<file path="config.mk">
export PLATFORM = sky130hd
export DESIGN_NAME = rib_lsu
export DESIGN_NICKNAME = d
export VERILOG_FILES = /design/src/rtl/lsu_pkg.sv /design/src/rtl/lsu_align.sv /design/src/rtl/rib_lsu.sv
export SDC_FILE = /design/constraint.sdc
export NUM_CORES = 1
export LEC_CHECK = 0
export ABC_AREA = 1
export ABC_CLOCK_PERIOD_IN_PS = 2000
export CORE_AREA = 2 2 116 118
export CTS_BUF_LIST = sky130_fd_sc_hd__clkbuf_4 sky130_fd_sc_hd__clkbuf_8
export CTS_CLUSTER_SIZE = 20
export DETAILED_ROUTE_END_ITERATION = 8
export DIE_AREA = 0 0 118 120
export HOLD_SLACK_MARGIN = 0.12
export PLACE_DENSITY = 0.82
export SETUP_SLACK_MARGIN = 0.1
export SLEW_MARGIN = 40
export SYNTH_ARGS = -nofsm -noshare
export SYNTH_HDL_FRONTEND = slang
export SYNTH_HIERARCHICAL = 1
export SYNTH_SLANG_ARGS = --single-unit
</file>
<file path="constraint.sdc">
create_clock -name i_clk -period 2 [get_ports i_clk]
set_input_delay 0.4 -clock i_clk [delete_from_list [all_inputs] [get_ports i_clk]]
set_output_delay 0.4 -clock i_clk [all_outputs]
set_load 0.005 [all_outputs]
</file>
<file path="src/rtl/lsu_pkg.sv">
// Shared definitions for the RIB load/store unit.
//   lsu_size_e  : core access size encoding (2'b11 behaves as a word)
//   lsu_state_e : bus sequencing FSM states
//   MASK_*      : base byte-enable patterns, shifted into place by lane
package lsu_pkg;

  typedef enum logic [1:0] {
    SZ_BYTE  = 2'b00,
    SZ_HALF  = 2'b01,
    SZ_WORD  = 2'b10,
    SZ_WORD3 = 2'b11
  } lsu_size_e;

  typedef enum logic [1:0] {
    ST_IDLE = 2'b00,
    ST_REQ  = 2'b01,
    ST_WAIT = 2'b10,
    ST_DONE = 2'b11
  } lsu_state_e;

  localparam logic [3:0] MASK_BYTE = 4'b0001;
  localparam logic [3:0] MASK_HALF = 4'b0011;
  localparam logic [3:0] MASK_WORD = 4'b1111;

endpackage

</file>
<file path="src/rtl/lsu_align.sv">
// Combinational lane steering for the load/store unit.
//   Store side: st_size, st_addr_lo, st_wdata -> st_mask (byte enables),
//               st_lane_wdata (right-aligned data replicated to every lane).
//   Load side : ld_size, ld_addr_lo, ld_unsigned, ld_bus_data -> ld_data
//               (selected byte/half, sign- or zero-extended; words untouched).
// Misaligned low address bits are simply ignored: a half uses addr[1] only,
// a word ignores addr[1:0].
module lsu_align
  import lsu_pkg::*;
(
  input  lsu_size_e   st_size,
  input  logic [1:0]  st_addr_lo,
  input  logic [31:0] st_wdata,
  output logic [3:0]  st_mask,
  output logic [31:0] st_lane_wdata,
  input  lsu_size_e   ld_size,
  input  logic [1:0]  ld_addr_lo,
  input  logic        ld_unsigned,
  input  logic [31:0] ld_bus_data,
  output logic [31:0] ld_data
);

  logic [7:0]  ld_byte;
  logic [15:0] ld_half;

  // NOTE: every output of a combinational block gets a default first so no
  // path through the case leaves it unassigned and infers a latch.
  always_comb begin
    st_mask       = MASK_WORD;
    st_lane_wdata = st_wdata;
    case (st_size)
      SZ_BYTE: begin
        st_mask       = MASK_BYTE << st_addr_lo;
        st_lane_wdata = {4{st_wdata[7:0]}};
      end
      SZ_HALF: begin
        st_mask       = MASK_HALF << {st_addr_lo[1], 1'b0};
        st_lane_wdata = {2{st_wdata[15:0]}};
      end
      default: ;
    endcase
  end

  always_comb begin
    ld_byte = ld_bus_data[7:0];
    case (ld_addr_lo)
      2'd1:    ld_byte = ld_bus_data[15:8];
      2'd2:    ld_byte = ld_bus_data[23:16];
      2'd3:    ld_byte = ld_bus_data[31:24];
      default: ;
    endcase
    ld_half = ld_addr_lo[1] ? ld_bus_data[31:16] : ld_bus_data[15:0];

    ld_data = ld_bus_data;
    case (ld_size)
      SZ_BYTE: ld_data = {{24{~ld_unsigned & ld_byte[7]}}, ld_byte};
      SZ_HALF: ld_data = {{16{~ld_unsigned & ld_half[15]}}, ld_half};
      default: ;
    endcase
  end

endmodule

</file>
<file path="src/rtl/rib_lsu.sv">
// RIB load/store unit: takes one core access at a time and runs it as a
// single request/grant, ready/response transaction on the RIB master port.
//   Core side : i_lsu_valid/we/size/unsigned/addr/wdata in;
//               o_lsu_ready (IDLE only), o_lsu_done (1-cycle pulse),
//               o_lsu_rdata (extended load data, held between accesses),
//               o_lsu_err (abort qualifier, only with done).
//   Bus side  : o_ribm_addr (word aligned), o_ribm_wrcs, o_ribm_mask,
//               o_ribm_wdata, o_ribm_req/i_ribm_gnt, o_ribm_rdy/i_ribm_rsp,
//               i_ribm_rdata.
// TIMEOUT_CYC bounds the cycles spent in REQ+WAIT before the access aborts.
// Build option LSU_MISALIGN_TRAP_EN: misaligned half/word accesses finish
// immediately with an error and never reach the bus.
module rib_lsu
  import lsu_pkg::*;
#(
  parameter int TIMEOUT_CYC = 255
) (
  input  logic        i_clk,
  input  logic        i_rst,
  input  logic        i_lsu_valid,
  input  logic        i_lsu_we,
  input  logic [1:0]  i_lsu_size,
  input  logic        i_lsu_unsigned,
  input  logic [31:0] i_lsu_addr,
  input  logic [31:0] i_lsu_wdata,
  output logic        o_lsu_ready,
  output logic        o_lsu_done,
  output logic [31:0] o_lsu_rdata,
  output logic        o_lsu_err,
  output logic [31:0] o_ribm_addr,
  output logic        o_ribm_wrcs,
  output logic [3:0]  o_ribm_mask,
  output logic [31:0] o_ribm_wdata,
  input  logic [31:0] i_ribm_rdata,
  output logic        o_ribm_req,
  input  logic        i_ribm_gnt,
  input  logic        i_ribm_rsp,
  output logic        o_ribm_rdy
);

  localparam logic [7:0] CNT_LAST = 8'(TIMEOUT_CYC - 1);

  lsu_state_e  state;
  lsu_size_e   r_size;
  logic [1:0]  r_addr_lo;
  logic        r_unsigned;
  logic [7:0]  cnt;

  logic [3:0]  st_mask;
  logic [31:0] st_lane_wdata;
  logic [31:0] ld_data;

  lsu_align u_align (
    .st_size       (lsu_size_e'(i_lsu_size)),
    .st_addr_lo    (i_lsu_addr[1:0]),
    .st_wdata      (i_lsu_wdata),
    .st_mask       (st_mask),
    .st_lane_wdata (st_lane_wdata),
    .ld_size       (r_size),
    .ld_addr_lo    (r_addr_lo),
    .ld_unsigned   (r_unsigned),
    .ld_bus_data   (i_ribm_rdata),
    .ld_data       (ld_data)
  );

`ifdef LSU_MISALIGN_TRAP_EN
  logic misaligned;
  always_comb begin
    misaligned = 1'b0;
    case (lsu_size_e'(i_lsu_size))
      SZ_BYTE: misaligned = 1'b0;
      SZ_HALF: misaligned = i_lsu_addr[0];
      default: misaligned = |i_lsu_addr[1:0];
    endcase
  end
`endif

  assign o_lsu_ready = (state == ST_IDLE);

  // NOTE: state and every registered output use non-blocking assignments so
  // all of them see the same pre-edge values regardless of statement order.
  always_ff @(posedge i_clk) begin
    if (i_rst) begin
      // Datapath registers are cleared too, so the bus never sees stale
      // enables or data after reset.
      state        <= ST_IDLE;
      cnt          <= '0;
      r_size       <= SZ_BYTE;
      r_addr_lo    <= '0;
      r_unsigned   <= 1'b0;
      o_ribm_addr  <= '0;
      o_ribm_wrcs  <= 1'b0;
      o_ribm_mask  <= '0;
      o_ribm_wdata <= '0;
      o_ribm_req   <= 1'b0;
      o_ribm_rdy   <= 1'b0;
      o_lsu_done   <= 1'b0;
      o_lsu_err    <= 1'b0;
      o_lsu_rdata  <= '0;
    end else begin
      case (state)
        ST_IDLE: begin
          if (i_lsu_valid) begin
            r_size       <= lsu_size_e'(i_lsu_size);
            r_addr_lo    <= i_lsu_addr[1:0];
            r_unsigned   <= i_lsu_unsigned;
            o_ribm_addr  <= {i_lsu_addr[31:2], 2'b00};
            o_ribm_wrcs  <= i_lsu_we;
            o_ribm_mask  <= st_mask;
            o_ribm_wdata <= st_lane_wdata;
            cnt          <= '0;
`ifdef LSU_MISALIGN_TRAP_EN
            if (misaligned) begin
              state       <= ST_DONE;
              o_lsu_done  <= 1'b1;
              o_lsu_err   <= 1'b1;
              o_lsu_rdata <= '0;
            end else
`endif
            begin
              state      <= ST_REQ;
              o_ribm_req <= 1'b1;
            end
          end
        end

        // The timeout is checked first: an access that reaches its cycle
        // budget aborts even if the grant arrives in that same cycle.
        ST_REQ: begin
          if (cnt == CNT_LAST) begin
            state       <= ST_DONE;
            o_ribm_req  <= 1'b0;
            o_lsu_done  <= 1'b1;
            o_lsu_err   <= 1'b1;
            o_lsu_rdata <= '0;
          end else begin
            cnt <= cnt + 8'd1;
            if (i_ribm_gnt) begin
              state      <= ST_WAIT;
              o_ribm_req <= 1'b0;
              o_ribm_rdy <= 1'b1;
            end
          end
        end

        // A response in the final budget cycle still completes cleanly.
        ST_WAIT: begin
          if (i_ribm_rsp) begin
            state      <= ST_DONE;
            o_ribm_rdy <= 1'b0;
            o_lsu_done <= 1'b1;
            o_lsu_err  <= 1'b0;
            if (!o_ribm_wrcs) o_lsu_rdata <= ld_data;
          end else if (cnt == CNT_LAST) begin
            state       <= ST_DONE;
            o_ribm_rdy  <= 1'b0;
            o_lsu_done  <= 1'b1;
            o_lsu_err   <= 1'b1;
            o_lsu_rdata <= '0;
          end else begin
            cnt <= cnt + 8'd1;
          end
        end

        default: begin
          state      <= ST_IDLE;
          o_lsu_done <= 1'b0;
          o_lsu_err  <= 1'b0;
        end
      endcase
    end
  end

endmodule
</file>
==> flow_summary_export.csv <==
group,metric,value,unit
timing,rsz0062_at_grt,"true",
route,drt_wl_total,17.76,mm
cts,h-tree-depth,4,
layout,antennaDiodeCount,0,
power_and_ir_drop,power_density,1174,mW/mm2
critical_path,slowest_delay,0.57,ns
route,drc,0,
yosys,syn-cell-area,0.005972,mm2
timing,hold_violations,0,
die,ios,211,
layout,finish.instance_area,0.008636,mm2
global_route,grt_pass1_wl,28.13,mm
power_and_ir_drop,p_leak,3.653,nW
critical_path,cp_max_fo,4,
die,die_h,120,um
global_route,grt_max_degree,71,
timing,whs,0.4548,ns
critical_path,crit_path_end_kind,"primary output",
die,initial_core_util,46.01,%
route,vias,6323,
timing,clock_skew,0.008404,ns
route,via_per_inst,5.062,
die,fp.dieW,118,um
route,post_drt_wl_per_cell,14.22,um
route,drtAntennaViolNets,0,
critical_path,crit_required,1.60,ns
critical_path,critical-path-slowest-cell,"clkdlybuf4s50_1",
critical_path,critPathKind,"reg2out",
critical_path,cp.arrival,1.46,ns
route,drtPass1Iterations,5,
yosys,avgSynthCellArea,6.864,um2
timing,fin_tns_setup,0,ns
critical_path,rr_worst_depth,8,
timing,setup_violations,0,
cts,cts_made_buffers,17,
yosys,async_flop_share,0,%
yosys,netlist_instances,870,
place,placed_cell_area,0.008112,mm2
die,rows,42,
power_and_ir_drop,ir_worst_vdd,766.0,uV
yosys,yosysSeqAreaShare,39.56,%
place,detailed_place_hpwl,12.35,mm
yosys,ys_ff_latch,118,
place,io_buffers,208,
timing,finalCritPeriodShare,93.24,%
layout,final_cell_mix,"nand2_1 (241), clkdlybuf4s50_1 (207), nor2_1 (164), dfxtp_1 (115), o21ai_0 (84)",
die,core,0.01298,mm2
route,first_iter_violations,563,
cts,cts_tree,"yes",
global_route,grt_pass1_vias,5731,
die,die_area,0.01416,mm2
yosys,yosysWarnings,6,
layout,regArea,0.002369,mm2
timing,fin_crit,1.865,ns
yosys,synth_edf_count,0,
cts,cts_sinks,118,
critical_path,cp_cell_sequence,"clkdlybuf4s50_1",
critical_path,worstPathBufferInverterCount,1,
worst_hold_path,hp-class,"reg2reg",
critical_path,cp_top_family,"buffers and inverters",
layout,finalNetCount,1172,
flow_run,cap_violations,0,
global_route,grt_overflow,0,
yosys,ys_types,34,
layout,areaGrowthSynthToFinish,44.61,%
critical_path,start_kind,"flip-flop",
layout,final_common_cell,"nand2_1",
timing,drv_slew,0,
timing,max_freq,536.3,MHz
layout,fill_cells,1152,
worst_hold_path,hold_depth,2,
yosys,ys.flop_type,"dfxtp_1",
cts,clock_latency,0.45,ns
layout,multi_input_area,0.003157,mm2
cts,cts_buffer_depth,2,
outcome,status,"finished clean",
cts,cts_root_buf,"clkbuf_8",
cts,cts.reportedPaths.clkPinSlew,0.07,ns
layout,drive_gt1_share,12.02,%
cts,cts_hold_buf,0,
critical_path,path_depth,1,
global_route,antenna_found_initial,0,
global_route,track_usage,24.73,%
place,gp_congestion,0.9039,
==> synth_stat cells (3+ instances only) <==
master	instances	area share, %
inv_2	4	0.25
nand2_4	3	0.57
nor2_2	3	0.31
buf_2	13	1.1
clkbuf_1	23	1.4
a21oi_2	7	1.0
nand2_1	242	15
nand3_1	49	4.1
buf_6	9	1.7
buf_4	12	1.5
a21oi_1	35	2.9
inv_1	34	2.1
nor2_4	4	0.75
nor2_1	165	10
dfxtp_1	118	40
nand2_2	16	1.7
nand3_2	21	3.5
ha_1	7	1.5
o21ai_0	84	7.0
==> through the flow <==
| step | std cells | setup slack, ns | total power, mW | util [%] |
|---|---|---|---|---|
| floorplan | 871 | 0.5615 | 5.723 | - |
| global placement | 1214 | 0.05095 | 7.389 | 62.49 |
| detailed placement | 1214 | 0.01846 | 7.454 | 62.49 |
| CTS | 1248 | 0.1366 | 10.12 | 66.30 |
| global route | 1249 | 0.09879 | 10.83 | 66.53 |
| finish | 1249 | 0.1353 | 10.14 | 66.53 |
==> final cells by class <==
cell class                 count  area share, %
clock inverter                12          2.318
tap                          176          2.550
clock buffer                  20          3.043
multi-input combinational    656          36.55
timing repair buffer         227          26.33
inverter                      40          1.782
sequential                   118          27.43
==> flip-flops by register name, indices dropped and copies added, names as in the netlist <==
| register | cells |
|---|---|
| o_lsu_done | 1 |
| state | 2 |
| cnt | 8 |
| o_lsu_rdata | 32 |
| o_ribm_req | 1 |
| o_lsu_err | 1 |
| o_ribm_rdy | 1 |
| r_unsigned | 1 |
| o_ribm_wrcs | 1 |
| o_ribm_addr | 30 |
| r_addr_lo | 2 |
| o_ribm_mask | 4 |
| o_ribm_wdata | 32 |
| r_size | 2 |
==> final timing paths <==
path                     from        endpoint  slack [ns]
setup / recovery  o_ribm_wrcs     o_ribm_wrcs        0.14
hold / removal     o_ribm_req      o_ribm_req        0.45
setup reg to reg     state[0]  o_lsu_rdata[6]        0.26
hold reg to reg    o_ribm_req      o_ribm_req        0.45
==> repair_timing <==
action	CTS	global route
cloned	0	1
resized for setup	8	5
endpoints found under the setup margin	1	25
buffers inserted	2	0
pin swaps	1	1
==> report_power, final <==
| group | internal [mW] | switching [mW] | leakage [nW] |
|---|---|---|---|
| clock | 1.55 | 1.01 | 0.238 |
| sequential | 2.90 | 0.384 | 0.970 |
| combinational | 2.02 | 2.29 | 2.44 |
==> metal layers <==
metal  vias up  global-route usage, %  wire length (um)
li1       3147                      -                 -
met5         -                      0                 0
met2       288                  40.26              8344
met3        37                  9.506              1852
met4         0                  9.864               439
met1      2851                  29.40              7126
==> cell families after synthesis <==
group	synth area share (%)
and+or+nand+nor	38.05
AOI/OAI and AO/OA	12.34
DFF	39.56
buffers and inverters	8.380
adders and majority gates	1.467
xor gates and xnor gates	0.1467
other	0.06279
Note: power is estimated with default switching activity, not from simulation.
